## config.mk

```make
export PLATFORM = sky130hd
export DESIGN_NAME = occupancy_detector
export DESIGN_NICKNAME = d
export VERILOG_FILES = /design/src/rtl/occupancy_detector.sv
export SDC_FILE = /design/constraint.sdc
export NUM_CORES = 1
export LEC_CHECK = 0
export ABC_CLOCK_PERIOD_IN_PS = 2410
export BUFFER_PORTS_ARGS = -buffer_cell sky130_fd_sc_hd__buf_2
export CORE_MARGIN = 2
export CORE_UTILIZATION = 40
export DETAILED_ROUTE_END_ITERATION = 12
export PLACE_DENSITY = 0.61
export SYNTH_ARGS = -nofsm -noshare
export SYNTH_HDL_FRONTEND = slang
export SYNTH_SLANG_ARGS = --single-unit
```

## constraint.sdc

```tcl
create_clock -name clk -period 2.41 [get_ports clk]
set_input_delay 0.241 -clock clk [delete_from_list [all_inputs] [get_ports clk]]
set_output_delay 0.241 -clock clk [all_outputs]
set_load 0.01 [all_outputs]
```

## src/rtl/occupancy_detector.sv

```systemverilog
// occupancy_detector
// Turns raw PIR motion bits into a stable occupancy flag: 2-flop synchroniser per
// bit, tick-based debounce, then a hold timer that keeps the room occupied for
// HOLD_TICKS ticks after the last detection.
// Optional feature macro: OCC_FORCE_ON_EN adds a force_on input that overrides
// occupied/presence to 1 without disturbing the FSM or the hold timer.

`ifndef MOTION_SENSOR_DATA_WIDTH
`define MOTION_SENSOR_DATA_WIDTH 1
`endif

module occupancy_detector #(
   parameter int MOTION_W       = `MOTION_SENSOR_DATA_WIDTH,
   parameter int PRESCALE       = 1000,
   parameter int DEBOUNCE_TICKS = 3,
   parameter int HOLD_TICKS     = 300,
   parameter int CNT_W          = 16
) (
   input  logic                clk,
   input  logic                rst,
   input  logic [MOTION_W-1:0] motion_raw,
   input  logic                hold_clear,
`ifdef OCC_FORCE_ON_EN
   input  logic                force_on,
`endif
   output logic [MOTION_W-1:0] presence,
   output logic                occupied,
   output logic [CNT_W-1:0]    hold_remaining,
   output logic                vacated_pulse
);

   localparam int PS_W  = $clog2(PRESCALE);
   localparam int DEB_W = $clog2(DEBOUNCE_TICKS + 1);

   typedef enum logic [1:0] {
      S_IDLE,
      S_CONFIRM,
      S_OCCUPIED,
      S_HOLD
   } state_t;

   logic [MOTION_W-1:0] w_sync;
   logic                w_detect;
   logic                w_tick;
   logic                w_occ_fsm;

   logic [PS_W-1:0]     r_presc;
   state_t              r_state;
   state_t              w_state_next;
   logic [DEB_W-1:0]    r_deb;
   logic [DEB_W-1:0]    w_deb_next;
   logic [CNT_W-1:0]    r_hold;
   logic [CNT_W-1:0]    w_hold_next;
   logic                r_pulse;
   logic                w_pulse_next;

   // Per-bit two-flop synchroniser for the asynchronous sensor inputs
   genvar gi;
   generate
      for (gi = 0; gi < MOTION_W; gi++) begin : g_sync
         logic r_meta;
         logic r_stable;

         // Shift the raw bit through two flops to resolve metastability
         always_ff @(posedge clk) begin
            if (rst) begin
               r_meta   <= 1'b0;
               r_stable <= 1'b0;
            end else begin
               r_meta   <= motion_raw[gi];
               r_stable <= r_meta;
            end
         end

         assign w_sync[gi] = r_stable;
      end
   endgenerate

   assign w_detect = |w_sync;

   // Free-running prescaler; only rst touches it so tick phase is independent of FSM events
   always_ff @(posedge clk) begin
      if (rst) begin
         r_presc <= '0;
      end else if (r_presc == PS_W'(PRESCALE - 1)) begin
         r_presc <= '0;
      end else begin
         r_presc <= r_presc + PS_W'(1);
      end
   end

   assign w_tick = (r_presc == PS_W'(PRESCALE - 1));

   // State, counters and the registered vacancy strobe
   always_ff @(posedge clk) begin
      if (rst) begin
         r_state <= S_IDLE;
         r_deb   <= '0;
         r_hold  <= '0;
         r_pulse <= 1'b0;
      end else begin
         r_state <= w_state_next;
         r_deb   <= w_deb_next;
         r_hold  <= w_hold_next;
         r_pulse <= w_pulse_next;
      end
   end

   // Next-state and counter updates; hold_clear overrides every other transition
   always_comb begin
      w_state_next = r_state;
      w_deb_next   = r_deb;
      w_hold_next  = r_hold;
      w_pulse_next = 1'b0;

      if (hold_clear) begin
         w_state_next = S_IDLE;
         w_deb_next   = '0;
         w_hold_next  = '0;
         w_pulse_next = (r_state == S_OCCUPIED) || (r_state == S_HOLD);
      end else begin
         case (r_state)
            S_IDLE: begin
               if (w_detect) begin
                  w_state_next = S_CONFIRM;
                  w_deb_next   = '0;
               end
            end

            S_CONFIRM: begin
               if (!w_detect) begin
                  w_state_next = S_IDLE;
                  w_deb_next   = '0;
               end else if (w_tick) begin
                  // The tick that completes the debounce promotes instead of counting,
                  // so deb never exceeds DEBOUNCE_TICKS-1
                  if (r_deb == DEB_W'(DEBOUNCE_TICKS - 1)) begin
                     w_state_next = S_OCCUPIED;
                     w_deb_next   = '0;
                     w_hold_next  = CNT_W'(HOLD_TICKS);
                  end else begin
                     w_deb_next   = r_deb + DEB_W'(1);
                  end
               end
            end

            S_OCCUPIED: begin
               w_hold_next = CNT_W'(HOLD_TICKS);
               if (!w_detect) begin
                  w_state_next = S_HOLD;
               end
            end

            S_HOLD: begin
               if (w_detect) begin
                  // Motion during hold re-occupies immediately with a fresh timer
                  w_state_next = S_OCCUPIED;
                  w_hold_next  = CNT_W'(HOLD_TICKS);
               end else if (w_tick) begin
                  if (r_hold != '0) begin
                     w_hold_next = r_hold - CNT_W'(1);
                  end
                  if (r_hold == CNT_W'(1)) begin
                     w_state_next = S_IDLE;
                     w_pulse_next = 1'b1;
                  end
               end
            end

            default: begin
               w_state_next = S_IDLE;
               w_deb_next   = '0;
               w_hold_next  = '0;
            end
         endcase
      end
   end

   assign w_occ_fsm = (r_state == S_OCCUPIED) || (r_state == S_HOLD);

`ifdef OCC_FORCE_ON_EN
   assign occupied = w_occ_fsm | force_on;
`else
   assign occupied = w_occ_fsm;
`endif

   assign presence       = {MOTION_W{occupied}};
   assign hold_remaining = w_occ_fsm ? r_hold : '0;
   assign vacated_pulse  = r_pulse;

endmodule

```

=== After elaboration in Yosys (flattened, before gate mapping) ===
Index checks and enable logic that the tools add are counted.

* Bits in registers: 33
* Latch bits: 0
* Bits in writable memories: 0
* Bits in read-only memories: 0
* Input port bits: 4
* Output and inout port bits: 19
* Logic and storage cells: 63
* Memories: 0

* $add $sub $neg: 3
* $mul: 0
* Div/mod/pow operators: 0
* Order comparisons: 0
* Eq/ne operators: 16
* Shift operators: 0
* Mux-type cells: 27
* Bitwise logic cells: 0
* Reductions and logical operators: 10

{| class="wikitable"
|+ Operators by type and width
! cell !! number
|-
| $mux 16 || 7
|-
| $pmux 16 s3 || 1
|-
| $mux 2 || 12
|-
| $eq 16x1->1 const B || 1
|-
| $reduce_bool 16->1 || 1
|-
| $sub 16x1->16 const B || 1
|-
| $reduce_and 6->1 || 2
|-
| $add 10x1->10 const B || 1
|-
| $eq 10x10->1 const B || 1
|-
| $ne 2x2->1 const B || 5
|-
| $ne 3x3->1 const B || 3
|-
| $pmux 2 s4 || 1
|-
| $eq 2x2->1 const B || 3
|-
| $ne 3x2->1 const B || 2
|-
| $mux 1 || 5
|-
| $pmux 2 s2 || 1
|-
| $reduce_or 2->1 || 2
|-
| $reduce_and 3->1 || 1
|-
| $reduce_bool 3->1 || 1
|-
| $add 2x1->2 const B || 1
|-
| $eq 2x1->1 const B || 1
|-
| $logic_not 2->1 || 1
|-
| $reduce_bool 2->1 || 1
|-
| $logic_or 1x1->1 || 1
|}

=== Logic depth before layout (Yosys ltp) ===
Gate-level depths: netlist of the first run.

* Word-level depth: 6
* Gate-level depth with buffers: 7
* Depth with buffers taken out: 7

=== Least setup slack after synthesis of the first run ===
Ideal clock, no wire load.

* Path type: flip-flop to flip-flop
* Start point: register r_presc[0]
* End point: register r_hold[15]
* Setup time: 0.070 ns
* Arrival: 1.952 ns
* Required time: 2.340 ns
* Setup slack: 0.387 ns
* Cell stages (with the launch flop): 7
* Path buffers: 0
* Period minus slack after synthesis: 2.023 ns
* Cells stage by stage: dfxtp_1 ha_1 nand4b_1 a2111oi_4 nor2_2 or4b_1 a21oi_1

* Cells in the longest elaborated chain, start to end: 3
* Elaborated cells between the ends (all ways): 4
* Those cells by class: 3 x eq/ne; 1 x reduce/logical

{| class="wikitable"
|+ RTL lines
! element !! RTL line !! text
|-
| start: declaration || 47 || <nowiki>logic [PS_W-1:0] r_presc;</nowiki>
|-
| start signal: assignment || 88 || <nowiki>r_presc <= r_presc + PS_W'(1);</nowiki>
|-
| $eq 10x10->1 * || 92 || <nowiki>assign w_tick = (r_presc == PS_W'(PRESCALE - 1));</nowiki>
|-
| $ne 3x3->1 (no source line) or $ne 2x2->1 (tied branches) || n/a ||
|-
| $reduce_and 6->1 (no source line) * || n/a ||
|-
| end signal: assignment || 104 || <nowiki>r_hold <= w_hold_next;</nowiki>
|-
| end: declaration || 52 || <nowiki>logic [CNT_W-1:0] r_hold;</nowiki>
|}

Mark *: on every way between the ends. The rest lies on a longest branch, timed or not.
A chain may end at the register's enable or synchronous reset.

=== Worst setup path in the final report of the first run ===
* Start point: register r_hold[0]
* End point: register r_hold[10]

* Cells in the longest elaborated chain, start to end: 5
* Elaborated cells between the ends (all ways): 8
* Those cells by class: 1 x add/sub; 1 x eq/ne; 4 x mux; 2 x reduce/logical

{| class="wikitable"
|+ RTL lines
! element !! RTL line !! text
|-
| $sub 16x1->16 || 161 || <nowiki>w_hold_next = r_hold - CNT_W'(1);</nowiki>
|-
| $mux 16 || 160 || <nowiki>if (r_hold != '0) begin</nowiki>
|-
| $mux 16 || 159 || <nowiki>end else if (w_tick) begin</nowiki>
|-
| $mux 16 || 155 || <nowiki>if (w_detect) begin</nowiki>
|-
| $pmux 16 s3 || 122 || <nowiki>case (r_state)</nowiki>
|}

Several ways; a longest one is shown, not always the timed one. The select of a mux whose other input is x is not followed.

==> results.toml, run 1 <==
[synth]
synthTopCellsByArea = "dfxtp_1 37%, nor2_1 5.3%, and2_1 5.0%"
ys_types = 47
ys.flop_type = "dfxtp_1"
avgSynthCellArea_sq_um = 8.49
synth_nets = 215
yosys.area.top_type_share = 0.374
async_flop_share = 0
synth_edf_count = 0
synth_common_cells = "33 x dfxtp_1, 25 x nor2_1, 14 x and2_1"
yosysMostFrequentCell = "dfxtp_1"
netlist_area_sq_um = 1770
ys_ff_latch = 33
synth_warnings = 0
yosysTopAreaCell = "dfxtp_1"
ys_seq_area_frac = 0.374
synth_cells = 208

[power]
power_leakage_uw = 0.000854
seq_power_share = 0.514
vdd_drop_max_mv = 0.387
powerDensity_nw_per_um2 = 527
p_int_uw = 865
comb_power_share = 0.029
swShare = 0.202
pwr-share-clk = 0.457
switchingPower_uw = 219

[hold_path]
hold_class = "primary input to flop"
worstHoldStart = "motion_raw"
holdPathEnd = "g_sync[0].r_meta$_SDFF_PP0_"
hold_depth = 2

[route]
vias = 1551
topRoutingLayerUsed = "met4"
wl_per_cell_microns = 13.6
viasPerCell = 5.40
wl_met2_microns = 1800
drt-met1-wl_microns = 1930
drc = 0
drtIter0Drc = 93
wl_microns = 3910
route.met3.wl_microns = 134
first_pass_iters = 4
ant_nets = 0

[worst_setup_path]
cp-start-kind = "flop"
critPathKind = "flop to flop"
ff2ff_path_depth = 7
r2r_end = "r_hold[10]$_SDFFE_PP0P_"
cp.required_ns = 2.63
end_kind = "flop"
crit_path_max_fanout = 6
worstPathArrival_ns = 2.42
r2r-start = "r_hold[0]$_SDFFE_PP0P_"
r2r_setup_slack_ns = 0.21

[outcome]
outcome = "completed"

[cells_and_area]
diodes = 0
multi_input_comb_area_sq_um = 1070
fillers = 447
nNetsFinal = 242
stdcell_area_sq_um = 2060
layout.cells.non_filler = 287
syn2layout_area_growth_pct = 16.5
regArea_sq_um = 661
drive_gt1_frac = 0.209

[clock_tree]
cts.sinks = 33
cts_tree = "yes"
cts_hold_buf = 0
ctsLongestPathBuffers = 2
clk_pin_slew_ns = 0.07
root_buffer = "clkbuf_8"
numCtsBuffers = 5
insertion_delay_ns = 0.29
htreeDepth = 2

[sta]
max_freq_ghz = 0.455
drv_slew = 0
skew_ns = 0.00407
rsz0062_at_grt = "no"
setup_viol_count_final = 0
worst_pin_slew_ns = 0.542
post-route-period-util = 0.912
setup-tns-final_ns = 0
fin_crit_ns = 2.20
relSlewSlack = 0.635
finalHoldViolations = 0

[grt]
grt_usage = 0.176
grt_max_degree = 22
grt_pass1_vias = 1433
grt_pass1_wl_microns = 6910
antenna_found_initial = 0
gr-total-overflow = 0

[die]
coreArea_sq_um = 4290
initial_utilization = 0.411
dieHeight_microns = 70.5
io_pins = 23
rows = 24
dieWidth_microns = 70.5
die-area_sq_um = 4960

[placement]
dp_hpwl_microns = 2890
gp_congestion = 0.817
portBuffers = 22
dpl_cell_area_sq_um = 1950
dp.cells = 280

[job]
drv_cap = 0
cells by family after synthesis:
group	count (synthesis)	share of synthesized area
buffers and inverters	11	0.0255
flip-flops	33	0.374
multiplexers	1	0.00567
AO/OA/AOI/OAI	46	0.196
AND/OR/NAND/NOR	106	0.338
adder cells (fa/ha/maj)	3	0.0212
XOR/XNOR	8	0.0397
what timing repair did:
| item | in CTS | in global routing |
|---|---|---|
| gates resized for setup | 0 | 2 |
| setup buffers | 0 | 0 |
| endpoints found under the setup margin | 0 | 3 |
layout by cell type, fill, tap and decap left out, types with 2 or more instances in the layout:
cell type	n
nand3_1	7
nor2_1	24
dfxtp_1	33
buf_4	4
buf_2	22
inv_1	5
or2_2	5
a31oi_1	2
o21a_1	3
and3_1	5
clkbuf_8	5
xnor2_1	4
o221a_2	2
o31ai_1	5
ha_1	3
nor2b_1	4
nor2_2	2
and2_1	14
nand2_1	12
or3_1	11
or4_1	3
nor3_1	3
xor2_1	4
a21oi_1	12
nand4_1	2
o21ai_0	11
nor4_1	4
routing by layer:
| layer | global-route usage | vias up |
|---|---|---|
| li1 | - | 813 |
| met1 | 0.235 | 712 |
| met2 | 0.266 | 20 |
| met3 | 0.0390 | 6 |
| met4 | 0.0833 | 0 |
| met5 | 0 | - |
worst max path at each step:
| stage | from | to |
|---|---|---|
| floorplan | r_presc[0]$_SDFF_PP0_ | r_hold[15]$_SDFFE_PP0P_ |
| global placement | r_presc[0]$_SDFF_PP0_ | r_hold[15]$_SDFFE_PP0P_ |
| detailed placement | r_presc[0]$_SDFF_PP0_ | r_hold[10]$_SDFFE_PP0P_ |
| CTS | r_presc[0]$_SDFF_PP0_ | r_hold[10]$_SDFFE_PP0P_ |
| global route | r_hold[0]$_SDFFE_PP0P_ | r_hold[10]$_SDFFE_PP0P_ |
| finish | r_hold[0]$_SDFFE_PP0P_ | r_hold[10]$_SDFFE_PP0P_ |
sequential cells by signal, indices dropped and copies added, names as in the netlist, named ones only:
| signal | count |
|---|---|
| r_hold | 16 |
| r_state | 1 |
| g_sync.r_stable | 1 |
| r_presc | 10 |
| r_deb | 2 |
| g_sync.r_meta | 1 |
| vacated_pulse | 1 |
metrics by stage:
stage / worst slack (ns) / hold slack, ns / total power, uW / utilization
CTS: 0.153 / 0.154 / 1100 / 0.477
global route: 0.0437 / 0.169 / 1120 / 0.479
detailed placement: 0.170 / 0.427 / 601 / 0.453
floorplan: 0.387 / 0.313 / 588 / -
finish: 0.211 / 0.161 / 1080 / 0.479
global placement: 0.241 / 0.415 / 601 / 0.453
power groups by stage:
stage	Sequential [uW]	Combinational, uW	Clock [uW]
floorplan	568	19.5	0
global placement	569	32.3	0
detailed placement	569	31.5	0
CTS	557	32.0	514
global route	557	36.4	531
finish	557	31.6	495
layout make-up:
type / count / area share
Clock buffer: 5 / 0.0334
Tap cell: 52 / 0.0316
Timing Repair Buffer: 26 / 0.0681
Multi-Input combinational cell: 164 / 0.520
Inverter: 5 / 0.00912
Clock inverter: 2 / 0.0170
Sequential cell: 33 / 0.321
worst max-delay path, cell delays in order (launching register included):
cell      delay (ns)
dfxtp_1         0.32
inv_1           0.16
ha_1            0.20
or3b_1          0.47
nor2_2          0.19
o211ai_1        0.20
or4_1           0.44
a21oi_1         0.14
Note: power is estimated with default switching activity, not from simulation.
==> run 2: changes to the inputs <==
- BUFFER_PORTS_ARGS: -buffer_cell sky130_fd_sc_hd__buf_2 -> not set
- DONT_BUFFER_PORTS: not set -> 1
- PLACE_DENSITY: 0.61 -> 0.56
==> run 2 against run 1 <==
  * Count of clock-buffer cells in the layout is 3 higher
  * First-iteration DRC count is 30% lower
  * Routed wire length increased by 2.4%
  * Largest cell class unchanged
==> results.toml, run 2 (synthesis gave the netlist of run 1 again) <==
[power]
powerDensity_nw_per_um2 = 511
power_leakage_uw = 0.000720
vdd_drop_max_mv = 0.386

[hold_path]
hold_class = "primary input to flop"

[cells_and_area]
final_cell_mix = "33 x dfxtp_1, 24 x nor2_1, 14 x and2_1, 12 x nand2_1, 12 x a21oi_1"
layout_commonest_cell = "dfxtp_1"
regArea_sq_um = 661
multi_input_comb_area_sq_um = 1060
diodes = 0
reg_top3 = "r_hold (16), r_presc (10), r_deb (2)"
stdcell_area_sq_um = 1920
syn2layout_area_growth_pct = 8.57
utilization = 0.447
fillers = 464
drive_gt1_frac = 0.112
nNetsFinal = 220
largest_reg_flops = 16
regMostFlops = "r_hold"

[die]
die-area_sq_um = 4960
io_pins = 23
dieHeight_microns = 70.5
coreArea_sq_um = 4290
initial_utilization = 0.411
rows = 24
dieWidth_microns = 70.5

[grt]
grt_pass1_vias = 1420
grt_max_degree = 23
gr-total-overflow = 0
grt_usage = 0.172
grt_pass1_wl_microns = 6710
antenna_found_initial = 0

[route]
viasPerCell = 5.71
wl_per_cell_microns = 15.1
first_pass_iters = 4
drtIter0Drc = 65
drc = 0
vias = 1519
wl_microns = 4000
ant_nets = 0

[sta]
rsz0062_at_grt = "no"
drv_slew = 0
worst_hold_slack_ns = 0.0220
fin_crit_ns = 2.21
max_freq_ghz = 0.452
post-route-period-util = 0.918
relSlewSlack = 0.640
setup-tns-final_ns = 0
finalHoldViolations = 0
worst_pin_slew_ns = 0.536
skew_ns = 0.00631
setup_viol_count_final = 0

[outcome]
outcome = "completed"

[worst_setup_path]
cp-start-kind = "flop"
critPathKind = "flop to flop"
end_kind = "flop"
crit_path_max_fanout = 6
cp.required_ns = 2.63
worstPathArrival_ns = 2.43

[clock_tree]
cts_tree = "yes"
cts.sinks = 33
ctsLongestPathBuffers = 2
htreeDepth = 2
root_buffer = "clkbuf_8"
clk_pin_slew_ns = 0.07
numCtsBuffers = 5
insertion_delay_ns = 0.28

[placement]
gp_congestion = 0.804
dp_hpwl_microns = 2910
dpl_cell_area_sq_um = 1830
portBuffers = 0

[job]
drv_cap = 0
## run 2: cell count changes in the layout (fill, tap and decap cells not counted), sizes merged
cell,previous run,this run
bufinv,1,0
clkbuf,5,8
buf,26,4
clkinv,1,0
## run 2: through the flow
stage | setup WS [ns] | instances | total power (uW)
after floorplan | 0.387 | 208 | 588
after global placement | 0.211 | 257 | 595
after detailed placement | 0.165 | 257 | 596
after CTS | 0.142 | 265 | 992
after global routing | 0.0167 | 266 | 1020
final | 0.197 | 266 | 979
## run 2: path summary, 6_finish.rpt
kind,cells after the start,start,slack [ns],to
max,7,r_hold[0]$_SDFFE_PP0P_,0.20,r_hold[10]$_SDFFE_PP0P_
min,1,rst,0.02,r_presc[2]$_SDFF_PP0_
max reg2reg,7,r_hold[0]$_SDFFE_PP0P_,0.20,r_hold[10]$_SDFFE_PP0P_
min reg2reg,1,g_sync[0].r_meta$_SDFF_PP0_,0.44,g_sync[0].r_stable$_SDFF_PP0_
## run 2: area by class of cell
type	count	area share
Timing Repair Buffer	4	0.0157
Tap cell	52	0.0339
Clock buffer	8	0.0417
Sequential cell	33	0.344
Inverter	5	0.00978
Multi-Input combinational cell	164	0.554
## run 2: worst max-delay path: stages, from the launching register on
cell and delay, ns:
dfxtp_1 0.32, inv_1 0.17, ha_1 0.22, or3b_1 0.46, nor2_2 0.19, o211ai_1 0.20, or4_1 0.44, a21oi_1 0.14
## run 2: where the power goes
part           internal, uW  leakage (uW)  switching, uW
Combinational          10.5      0.000414           15.6
Clock                   205     0.0000395            190
Sequential              551      0.000267           6.49
Total                   767      0.000720            212
## run 2: timing repair
action / CTS / global route
gates resized for setup: 0 / 1
endpoints found under the setup margin: 0 / 3
hold buffers: 0 / 0
buffers inserted: 0 / 1
## run 2: per-layer routing
layer	track usage	vias to the layer above	wire [microns]
met2	0.282	22	1940
met1	0.208	727	1810
met5	0	-	0
met4	0.0641	0	68
li1	-	765	-
met3	0.0548	5	184
==> run 3: changes to the inputs <==
- CAP_MARGIN: not set -> 10
- RECOVER_POWER: not set -> 50
==> run 3 against run 2 <==
  * Clock power about the same
  * Flip-flop and latch count unchanged
  * Core utilization down 0.087 points
  * First-iteration DRC count down 3.1%
  * Cell area down 0.20%
  * Routed wire length unchanged
  * Worst setup slack better by 0.0021 ns
  * Largest cell class unchanged
==> results.toml, run 3 (synthesis gave the netlist of run 1 again) <==
[cells_and_area]
layout_commonest_cell = "dfxtp_1"
syn2layout_area_growth_pct = 8.36
largest_reg_flops = 16
regMostFlops = "r_hold"
utilization = 0.446
diodes = 0
final_cell_mix = "33 x dfxtp_1, 24 x nor2_1, 13 x and2_0, 12 x nand2_1, 12 x a21oi_1"
stdcell_area_sq_um = 1910
drive_gt1_frac = 0.107
nNetsFinal = 220
reg_top3 = "r_hold (16), r_presc (10), r_deb (2)"

[worst_setup_path]
cp.required_ns = 2.63
r2r_end = "r_hold[10]$_SDFFE_PP0P_"
cp-start-kind = "flop"
end_kind = "flop"
path_cells = "inv_1 > ha_1 > or3b_1 > nor2_2 > o211ai_1 > or4_1 > a21oi_1"
r2r-start = "r_hold[0]$_SDFFE_PP0P_"
r2r_setup_slack_ns = 0.20
worstPathArrival_ns = 2.43
crit_path_end = "r_hold[10]$_SDFFE_PP0P_"
critPathKind = "flop to flop"
critPathMaxStageDelay_ns = 0.46
cp_slowest_cell = "or3b_1"
crit_path_start = "r_hold[0]$_SDFFE_PP0P_"
ff2ff_path_depth = 7
crit_path_max_fanout = 6

[route]
drc = 0
wl_per_cell_microns = 15.1
first_pass_iters = 4
wl_microns = 4000
viasPerCell = 5.74
drtIter0Drc = 63
vias = 1527
ant_nets = 0

[die]
io_pins = 23
die-area_sq_um = 4960
dieHeight_microns = 70.5
dieWidth_microns = 70.5
initial_utilization = 0.411
coreArea_sq_um = 4290
rows = 24

[placement]
portBuffers = 0
dp_hpwl_microns = 2910
gp_congestion = 0.804
dpl_cell_area_sq_um = 1830

[hold_path]
hold_class = "primary input to flop"

[power]
powerDensity_nw_per_um2 = 512
vdd_drop_max_mv = 0.386
power_leakage_uw = 0.000703

[sta]
post-route-period-util = 0.917
relSlewSlack = 0.319
fin_crit_ns = 2.21
skew_ns = 0.00603
setup-tns-final_ns = 0
worst_hold_slack_ns = 0.0220
worst_pin_slew_ns = 1.02
finalHoldViolations = 0
rsz0062_at_grt = "no"
drv_slew = 0
max_freq_ghz = 0.452
setup_viol_count_final = 0

[clock_tree]
htreeDepth = 2
ctsLongestPathBuffers = 2
root_buffer = "clkbuf_8"
numCtsBuffers = 5
clk_pin_slew_ns = 0.07
insertion_delay_ns = 0.28
cts_tree = "yes"
cts.sinks = 33

[outcome]
outcome = "completed"

[grt]
grt_max_degree = 23
grt_pass1_wl_microns = 6710
gr-total-overflow = 0
grt_pass1_vias = 1420
grt_usage = 0.172
antenna_found_initial = 0

[job]
drv_cap = 0
## run 3: cell types whose count changed in the layout (fill, tap and decap cells not counted)
cell      before  now
and2_0         0   13
and2_1        14    1
buf_4          4    3
clkbuf_1       3    4
## run 3: through the flow
stage,power [uW],instances,setup WS [ns]
after global routing,1020,266,0.0140
after global placement,595,257,0.211
after floorplan,588,208,0.387
final,980,266,0.200
after detailed placement,596,257,0.165
after CTS,992,265,0.142
## run 3: critical path: cells and delay by family, from the launching register on
kind	cells	cell delay [ns]
buffers and inverters	1	0.17
flip-flops	1	0.32
adder cells (fa/ha/maj)	1	0.22
AND/OR/NAND/NOR	3	1.09
AO/OA/AOI/OAI	2	0.34
## run 3: power breakdown
part,leakage [uW],internal (uW),switching [uW],total (uW)
logic,0.000396,10.5,15.6,26.1
registers,0.000267,551,6.49,558
clock network,0.0000395,205,191,396
total,0.000703,767,213,980
## run 3: worst min-delay path by stage
| stage | to | from | cells after the start | slack (ns) |
|---|---|---|---|---|
| 6_report | r_presc[2]$_SDFF_PP0_ | rst | 1 | 0.02 |
| 2_1_floorplan | g_sync[0].r_meta$_SDFF_PP0_ | rst | 1 | 0.31 |
| 4_1_cts | g_sync[0].r_stable$_SDFF_PP0_ | rst | 1 | 0.02 |
| 3_3_place_gp | r_presc[2]$_SDFF_PP0_ | rst | 1 | 0.31 |
| 3_5_place_dp | g_sync[0].r_stable$_SDFF_PP0_ | rst | 1 | 0.32 |
| 5_1_grt | g_sync[0].r_stable$_SDFF_PP0_ | rst | 1 | 0.008 |
## run 3: per-layer routing
| metal | routed length [microns] | global-route usage |
|---|---|---|
| met4 | 68 | 0.0641 |
| met1 | 1790 | 0.208 |
| met3 | 192 | 0.0548 |
| met5 | 0 | 0 |
| met2 | 1950 | 0.282 |
## run 3: cell type report
type	count	area, sq um
Fill cell	464	2380
Multi-Input combinational cell	164	1060
Sequential cell	33	661
Clock buffer	8	80.1
Tap cell	52	65.1
Timing Repair Buffer	4	26.3
Inverter	5	18.8
## run 3: what timing repair did
action                                  4_1_cts  5_1_grt
setup buffers                                 0        1
hold buffers                                  0        0
endpoints found under the setup margin        0        3
gates resized for setup                       0        1
